### config.mk
export PLATFORM = sky130hd
export DESIGN_NAME = bch_31_chien_flat
export DESIGN_NICKNAME = d
export VERILOG_FILES = /design/src/rtl/bch_31_pkg.sv /design/src/rtl/bch_31_chien_if.sv /design/src/rtl/bch_31_chien_gf_const_mul.sv /design/src/rtl/bch_31_chien.sv /design/src/flat_wrapper.sv
export SDC_FILE = /design/constraint.sdc
export NUM_CORES = 1
export LEC_CHECK = 0
export ABC_AREA = 1
export CAP_MARGIN = 20
export CORE_MARGIN = 10
export CORE_UTILIZATION = 40
export DETAILED_ROUTE_END_ITERATION = 16
export GPL_ROUTABILITY_DRIVEN = 0
export SKIP_LAST_GASP = 1
export SLEW_MARGIN = 20
export SYNTH_ARGS = -nofsm -noshare
export SYNTH_HDL_FRONTEND = slang
export SYNTH_SLANG_ARGS = --single-unit
### constraint.sdc
create_clock -name clk -period 3.1 [get_ports clk]
set_clock_uncertainty 0.1 [all_clocks]
set_input_delay 0.31 -clock clk [delete_from_list [all_inputs] [get_ports clk]]
set_output_delay 0.31 -clock clk [all_outputs]
set_load 0.01 [all_outputs]
### src/rtl/bch_31_pkg.sv
// Shared GF(2^5) constants, FSM state type and a constant-multiply helper for
// the BCH(31,21) Chien search stage.
package bch_31_pkg;

  localparam int GF_W = 5;
  localparam int N    = 31;

  localparam logic [GF_W-1:0] ALPHA_INV  = 5'b10010;
  localparam logic [GF_W-1:0] ALPHA_INV2 = 5'b01001;
  localparam logic [GF_W:0]   PRIM_POLY  = 6'b100101;

  typedef enum logic [1:0] {
    IDLE,
    SEARCH,
    DONE
  } state_e;

  // Shift-and-add product reduced by the primitive polynomial.
  function automatic logic [GF_W-1:0] gf_mul(input logic [GF_W-1:0] a,
                                             input logic [GF_W-1:0] b);
    logic [GF_W-1:0] acc;
    logic [GF_W-1:0] sh;
    acc = '0;
    sh  = a;
    for (int i = 0; i < GF_W; i++) begin
      if (b[i]) acc = acc ^ sh;
      sh = sh[GF_W-1] ? ({sh[GF_W-2:0], 1'b0} ^ PRIM_POLY[GF_W-1:0])
                      : {sh[GF_W-2:0], 1'b0};
    end
    return acc;
  endfunction

endpackage

### src/rtl/bch_31_chien_if.sv
// Handshake and data bundle between the locator solver, the Chien search
// stage and its consumer.
interface bch_31_chien_if;

  logic        in_valid;
  logic        in_ready;
  logic [4:0]  lambda1;
  logic [4:0]  lambda2;
  logic [30:0] cw_in;
  logic        out_valid;
  logic        out_ready;
  logic [30:0] cw_out;
  logic [30:0] err_mask;
  logic [1:0]  err_cnt;
  logic        fail;

  modport master (
    output in_valid, lambda1, lambda2, cw_in, out_ready,
    input  in_ready, out_valid, cw_out, err_mask, err_cnt, fail
  );

  modport slave (
    input  in_valid, lambda1, lambda2, cw_in, out_ready,
    output in_ready, out_valid, cw_out, err_mask, err_cnt, fail
  );

endinterface

### src/rtl/bch_31_chien_gf_const_mul.sv
// Combinational GF(2^5) multiply of a variable operand by a fixed constant;
// synthesis folds the constant into a small XOR network.
module gf_const_mul
  import bch_31_pkg::*;
#(
  parameter logic [GF_W-1:0] C = 5'b00001
) (
  input  logic [GF_W-1:0] a_i,
  output logic [GF_W-1:0] p_o
);

  assign p_o = gf_mul(a_i, C);

endmodule

### src/rtl/bch_31_chien.sv
// Iterative Chien search and correction for BCH(31,21), t=2: one locator
// evaluation per clock. Optional macro BCH_CHIEN_EARLY_EXIT_EN stops early.
module bch_31_chien #(
  parameter int N = 31
) (
  input  logic                  clk,
  input  logic                  rst,
  bch_31_chien_if.slave         bus
);

  import bch_31_pkg::state_e;
  import bch_31_pkg::IDLE;
  import bch_31_pkg::SEARCH;
  import bch_31_pkg::DONE;
  import bch_31_pkg::GF_W;
  import bch_31_pkg::ALPHA_INV;
  import bch_31_pkg::ALPHA_INV2;

  function automatic logic [1:0] deg_of(input logic [GF_W-1:0] l1,
                                        input logic [GF_W-1:0] l2);
    if (l2 != '0)      return 2'd2;
    else if (l1 != '0) return 2'd1;
    else               return 2'd0;
  endfunction

  state_e          state_q, state_d;
  logic [GF_W-1:0] r1_q, r1_d, r2_q, r2_d, r1_nx, r2_nx;
  logic [4:0]      k_q, k_d;
  logic [N-1:0]    mask_q, mask_d, cw_q, cw_d;
  logic [1:0]      deg_q, deg_d, cnt_q, cnt_d;

  logic            ov_q, ov_d, fail_q, fail_d;
  logic [N-1:0]    cwo_q, cwo_d, em_q, em_d;
  logic [1:0]      ec_q, ec_d;

  logic            hit, last;
  logic [N-1:0]    mask_hit;
  logic [1:0]      cnt_hit;

  gf_const_mul #(.C(ALPHA_INV))  u_mul_r1 (.a_i(r1_q), .p_o(r1_nx));
  gf_const_mul #(.C(ALPHA_INV2)) u_mul_r2 (.a_i(r2_q), .p_o(r2_nx));

  // Root test at the current position: Lambda(alpha^-k) = 1 + r1 + r2.
  assign hit      = ((5'b00001 ^ r1_q ^ r2_q) == '0);
  assign mask_hit = mask_q | (hit ? (N'(1) << k_q) : '0);
  assign cnt_hit  = (cnt_q == 2'd3) ? 2'd3 : cnt_q + {1'b0, hit};

`ifdef BCH_CHIEN_EARLY_EXIT_EN
  assign last = (k_q == 5'(N-1)) || (cnt_hit == deg_q);
`else
  assign last = (k_q == 5'(N-1));
`endif

  always_comb begin
    state_d = state_q;
    r1_d    = r1_q;
    r2_d    = r2_q;
    k_d     = k_q;
    mask_d  = mask_q;
    cw_d    = cw_q;
    deg_d   = deg_q;
    cnt_d   = cnt_q;
    ov_d    = ov_q;
    cwo_d   = cwo_q;
    em_d    = em_q;
    ec_d    = ec_q;
    fail_d  = fail_q;
    case (state_q)
      IDLE: begin
        if (bus.in_valid) begin
          cw_d    = bus.cw_in;
          r1_d    = bus.lambda1;
          r2_d    = bus.lambda2;
          k_d     = '0;
          mask_d  = '0;
          cnt_d   = '0;
          deg_d   = deg_of(bus.lambda1, bus.lambda2);
          state_d = SEARCH;
`ifdef BCH_CHIEN_EARLY_EXIT_EN
          // A constant locator has no roots: publish the word unchanged.
          if (deg_of(bus.lambda1, bus.lambda2) == 2'd0) begin
            state_d = DONE;
            ov_d    = 1'b1;
            cwo_d   = bus.cw_in;
            em_d    = '0;
            ec_d    = 2'd0;
            fail_d  = 1'b0;
          end
`endif
        end
      end
      SEARCH: begin
        r1_d   = r1_nx;
        r2_d   = r2_nx;
        mask_d = mask_hit;
        cnt_d  = cnt_hit;
        if (last) begin
          state_d = DONE;
          ov_d    = 1'b1;
          em_d    = mask_hit;
          ec_d    = cnt_hit;
          fail_d  = (cnt_hit != deg_q);
          cwo_d   = (cnt_hit != deg_q) ? cw_q : (cw_q ^ mask_hit);
        end else begin
          k_d = k_q + 5'd1;
        end
      end
      DONE: begin
        if (bus.out_ready) begin
          state_d = IDLE;
          ov_d    = 1'b0;
        end
      end
      default: state_d = IDLE;
    endcase
  end

  // Control and published results are reset; working registers load on accept.
  always_ff @(posedge clk) begin
    if (rst) begin
      state_q <= IDLE;
      ov_q    <= 1'b0;
      cwo_q   <= '0;
      em_q    <= '0;
      ec_q    <= 2'd0;
      fail_q  <= 1'b0;
    end else begin
      state_q <= state_d;
      ov_q    <= ov_d;
      cwo_q   <= cwo_d;
      em_q    <= em_d;
      ec_q    <= ec_d;
      fail_q  <= fail_d;
    end
  end

  always_ff @(posedge clk) begin
    r1_q   <= r1_d;
    r2_q   <= r2_d;
    k_q    <= k_d;
    mask_q <= mask_d;
    cw_q   <= cw_d;
    deg_q  <= deg_d;
    cnt_q  <= cnt_d;
  end

  assign bus.in_ready  = (state_q == IDLE);
  assign bus.out_valid = ov_q;
  assign bus.cw_out    = cwo_q;
  assign bus.err_mask  = em_q;
  assign bus.err_cnt   = ec_q;
  assign bus.fail      = fail_q;

endmodule
### src/flat_wrapper.sv
// flat-port wrapper written by rule: the top's interface ports become plain ports
module bch_31_chien_flat import bch_31_pkg::state_e; import bch_31_pkg::IDLE; import bch_31_pkg::SEARCH; import bch_31_pkg::DONE; import bch_31_pkg::GF_W; import bch_31_pkg::ALPHA_INV; import bch_31_pkg::ALPHA_INV2;
#(
  parameter int N = 31
)
  (clk, rst, bus_in_valid, bus_lambda1, bus_lambda2, bus_cw_in, bus_out_ready, bus_in_ready, bus_out_valid, bus_cw_out, bus_err_mask, bus_err_cnt, bus_fail);
  bch_31_chien_if bus_i ();
  input  logic clk;
  input  logic rst;
  input wire logic [$bits(bus_i.in_valid)-1:0] bus_in_valid;
  input wire logic [$bits(bus_i.lambda1)-1:0] bus_lambda1;
  input wire logic [$bits(bus_i.lambda2)-1:0] bus_lambda2;
  input wire logic [$bits(bus_i.cw_in)-1:0] bus_cw_in;
  input wire logic [$bits(bus_i.out_ready)-1:0] bus_out_ready;
  output wire logic [$bits(bus_i.in_ready)-1:0] bus_in_ready;
  output wire logic [$bits(bus_i.out_valid)-1:0] bus_out_valid;
  output wire logic [$bits(bus_i.cw_out)-1:0] bus_cw_out;
  output wire logic [$bits(bus_i.err_mask)-1:0] bus_err_mask;
  output wire logic [$bits(bus_i.err_cnt)-1:0] bus_err_cnt;
  output wire logic [$bits(bus_i.fail)-1:0] bus_fail;
  assign bus_i.in_valid = bus_in_valid;
  assign bus_i.lambda1 = bus_lambda1;
  assign bus_i.lambda2 = bus_lambda2;
  assign bus_i.cw_in = bus_cw_in;
  assign bus_i.out_ready = bus_out_ready;
  assign bus_in_ready = bus_i.in_ready;
  assign bus_out_valid = bus_i.out_valid;
  assign bus_cw_out = bus_i.cw_out;
  assign bus_err_mask = bus_i.err_mask;
  assign bus_err_cnt = bus_i.err_cnt;
  assign bus_fail = bus_i.fail;
  bch_31_chien #(.N(N)) u_core (.clk(clk), .rst(rst), .bus(bus_i));
endmodule
==> results.json <==
{
  "placement.io_buffers": 111,
  "area.growth.synth_to_final_pct": 27.23,
  "die_w_um": 151.2,
  "via_per_inst": 4.753,
  "post_route_cells_drive_above_1_share": 0.05851,
  "rsz0062_at_grt": "no",
  "p_int_uw": 3659,
  "cts-htree-levels": 4,
  "power_switching_uw": 1305,
  "final_setup_violation_count": 0,
  "n_fill_cell": 1598,
  "combPwrFrac": 0.125,
  "layout_commonest_cell": "sky130_fd_sc_hd__nor2_1",
  "antenna_found_initial": 0,
  "initialDrtViolationCount": 237,
  "post-synth-top-area-fraction": 0.3534,
  "worst_setup_path_start_kind": "flip-flop",
  "path_class": "flip-flop to flip-flop",
  "cpPeakStageDelay_ns": 0.70,
  "timing.critical_path.cells": "inv_4 -> nor3_4 -> nand2_4 -> clkinv_2 -> buf_12 -> nor2_1 -> nor2_1 -> o21ai_0 -> inv_1",
  "synth_ff_type": "sky130_fd_sc_hd__edfxtp_1",
  "post-layout-total-power_uw": 4964,
  "post_synthesis_area_per_instance_um2": 8.293,
  "drt_pre_antenna_iters": 5,
  "synth_warnings": 0,
  "hpwl_um": 10870,
  "synth_edf_count": 81,
  "ys_top_cells_by_area": "sky130_fd_sc_hd__edfxtp_1 (35%), sky130_fd_sc_hd__dfxtp_1 (20%), sky130_fd_sc_hd__nor2_1 (8.3%)",
  "final_hold_violations": 0,
  "routed_wl_um": 16120,
  "endpoint_kind": "flip-flop",
  "timing.final.crit_share": 0.8015,
  "period_minus_slack_ns": 2.485,
  "mappedNetlistNets": 882,
  "power.density_nw_per_um2": 566.8,
  "grt_usage": 0.1441,
  "clk-insertion-delay-late_ns": 0.43,
  "detail-route-antenna-nets": 0,
  "relSlewSlack": 0.6271,
  "die_area_um2": 22850,
  "power.ir.vdd_worst_uv": 371.3,
  "cts_buffers": 17,
  "cpMaxStageDelayCell": "sky130_fd_sc_hd__edfxtp_1",
  "synthDistinctLibCells": 33,
  "worstHoldPathType": "primary input to flip-flop",
  "first_global_vias": 5279,
  "clk_root_buffer_cell": "sky130_fd_sc_hd__clkbuf_16",
  "routed_wire_length_per_instance_um": 13.89,
  "global_route_wire_length_before_repair_um": 26300,
  "reg2reg_depth": 9,
  "clock_share_of_power": 0.416,
  "postCtsSetupBuffers": 0,
  "commonest_cells_after_routing_fill_and_taps_aside": "sky130_fd_sc_hd__nor2_1 (152), sky130_fd_sc_hd__inv_1 (124), sky130_fd_sc_hd__clkdlybuf4s50_1 (111), sky130_fd_sc_hd__nand2_1 (107), sky130_fd_sc_hd__edfxtp_1 (81)",
  "holdBufCountCts": 0,
  "critical_path_required_ns": 3.37,
  "status": "completed",
  "cts.clk_slew.worst_paths_ns": 0.06,
  "route.vias.total": 5513,
  "clockBufferDepth": 2,
  "total_overflow_reported_by_the_global_router": 0,
  "synth_seq_area_share": 0.5512,
  "sequentialPowerShare": 0.458,
  "worstReg2RegStart": "u_core.k_q[4]",
  "worstHoldStart": "bus_cw_in[1]",
  "netlist_instances": 830,
  "route.detailed.drc": 0,
  "synth_top_area_cell": "sky130_fd_sc_hd__edfxtp_1",
  "critical_path_peak_fanout": 99,
  "report.final.slew_viol_count": 0,
  "synth.ff_latch_count": 149,
  "crit-reg2reg-capture": "u_core.bus.err_mask[17]",
  "async_reset_ff_frac": 0,
  "num-nets-final": 979,
  "crit_arrival_ns": 2.75,
  "cts-resized-gates": 0,
  "hold_worst_path_end": "u_core.cw_q[1]",
  "achievable-frequency_ghz": 0.4025,
  "worst_slew_pin_slew_ns": 0.5593,
  "die_height_um": 151.2,
  "initial_core_util": 0.4121,
  "largest_net_degree_at_the_start_of_global_routing": 100,
  "cap_viol_max_count": 0,
  "min_path_cells": 1,
  "power.leakage_uw": 0.003765,
  "tritoncts_clock_tree": "yes",
  "core_region_area_um2": 16700,
  "cpMostUsedCell": "sky130_fd_sc_hd__nor2_1",
  "final.setup.tns_ns": 0,
  "worst-path-buf-inv": 4,
  "post_synth_instance_area_um2": 6883,
  "cts.sinks": 149,
  "io_pins": 112,
  "floorplan.rows": 47,
  "swShare": 0.2629,
  "worst_path_dominant_cell_family": "buffers and inverters",
  "regToRegSetupSlack_ns": 0.62,
  "n_diodes": 0
}
==> metrics by stage <==
stage / hold WS (ns) / setup WS, ns / instance area, µm² / util / cells
floorplan: 0.3089 / 0.5283 / 6883 / - / 830
global placement: 0.3618 / 0.6979 / 8155 / 0.4883 / 1128
detailed placement: 0.3654 / 0.6891 / 8155 / 0.4883 / 1128
CTS: 0.3157 / 0.6222 / 8757 / 0.5243 / 1160
global route: 0.3172 / 0.3270 / 8757 / 0.5243 / 1160
finish: 0.3375 / 0.6153 / 8757 / 0.5243 / 1160
==> registers in the layout, summed over array words and instances (netlist names), 5 cells and up <==
name / count
u_core.cw_q: 31
u_core.r1_q: 5
u_core.mask_q: 31
u_core.k_q: 5
u_core.bus.err_mask: 31
u_core.bus.cw_out: 31
u_core.r2_q: 5
==> power groups by stage <==
stage	clock network [µW]	logic, µW	registers (µW)
6_report	2070	623	2270
5_1_grt	2210	704	2290
4_1_cts	2120	629	2270
3_5_place_dp	0	626	2320
3_3_place_gp	0	614	2310
2_1_floorplan	0	449	2300
==> cells in the mapped netlist (4+ instances only) <==
master	n
sky130_fd_sc_hd__inv_1	124
sky130_fd_sc_hd__nand3_1	47
sky130_fd_sc_hd__nor3_1	11
sky130_fd_sc_hd__buf_4	7
sky130_fd_sc_hd__o21ai_0	64
sky130_fd_sc_hd__nand4_1	32
sky130_fd_sc_hd__a21oi_1	64
sky130_fd_sc_hd__o21ai_1	6
sky130_fd_sc_hd__nand2_1	108
sky130_fd_sc_hd__ha_1	7
sky130_fd_sc_hd__buf_2	20
sky130_fd_sc_hd__clkbuf_1	12
sky130_fd_sc_hd__xnor2_1	4
sky130_fd_sc_hd__dfxtp_1	68
sky130_fd_sc_hd__nor2_1	152
sky130_fd_sc_hd__edfxtp_1	81
==> per-layer routing <==
layer  vias up  share of wire  global-route usage
met4         0         0.0055             0.03465
met1      2497           0.46              0.1825
met3         8          0.073             0.05907
met5         -              0                   0
li1       2901              -                   -
met2       107           0.46              0.2248
==> worst max path at each step <==
| stage | start | to | slack [ns] | cells after the start |
|---|---|---|---|---|
| after global routing | u_core.k_q[4] | u_core.bus.err_mask[7] | 0.33 | 9 |
| after detailed placement | u_core.k_q[4] | u_core.bus.err_mask[14] | 0.69 | 9 |
| final | u_core.k_q[4] | u_core.bus.err_mask[17] | 0.62 | 9 |
| after CTS | u_core.k_q[4] | u_core.bus.err_mask[17] | 0.62 | 9 |
| after floorplan | u_core.state_q[0] | u_core.k_q[0] | 0.53 | 6 |
| after global placement | u_core.k_q[4] | u_core.bus.err_mask[3] | 0.70 | 9 |
==> cells by family (layout without fill, tap and decap cells) <==
family / count (synthesis) / after routing / synth area share
buffers and inverters: 172 / 282 / 0.1040
adders and majority gates: 7 / 7 / 0.01272
DFF: 149 / 149 / 0.5512
AOI/OAI and AO/OA: 136 / 136 / 0.09962
and+or+nand+nor: 361 / 361 / 0.2261
xor gates and xnor gates: 5 / 5 / 0.006362
==> final cells by class <==
type | count | area [µm²] | area share
Sequential cell | 149 | 3794 | 0.4332
Multi-Input combinational cell | 509 | 2384 | 0.2722
Timing Repair Buffer | 122 | 1219 | 0.1392
Inverter | 128 | 484.2 | 0.05529
Clock buffer | 18 | 450.4 | 0.05144
Tap cell | 220 | 275.3 | 0.03143
Clock inverter | 14 | 151.4 | 0.01729
(Power assumes the default switching activity.)
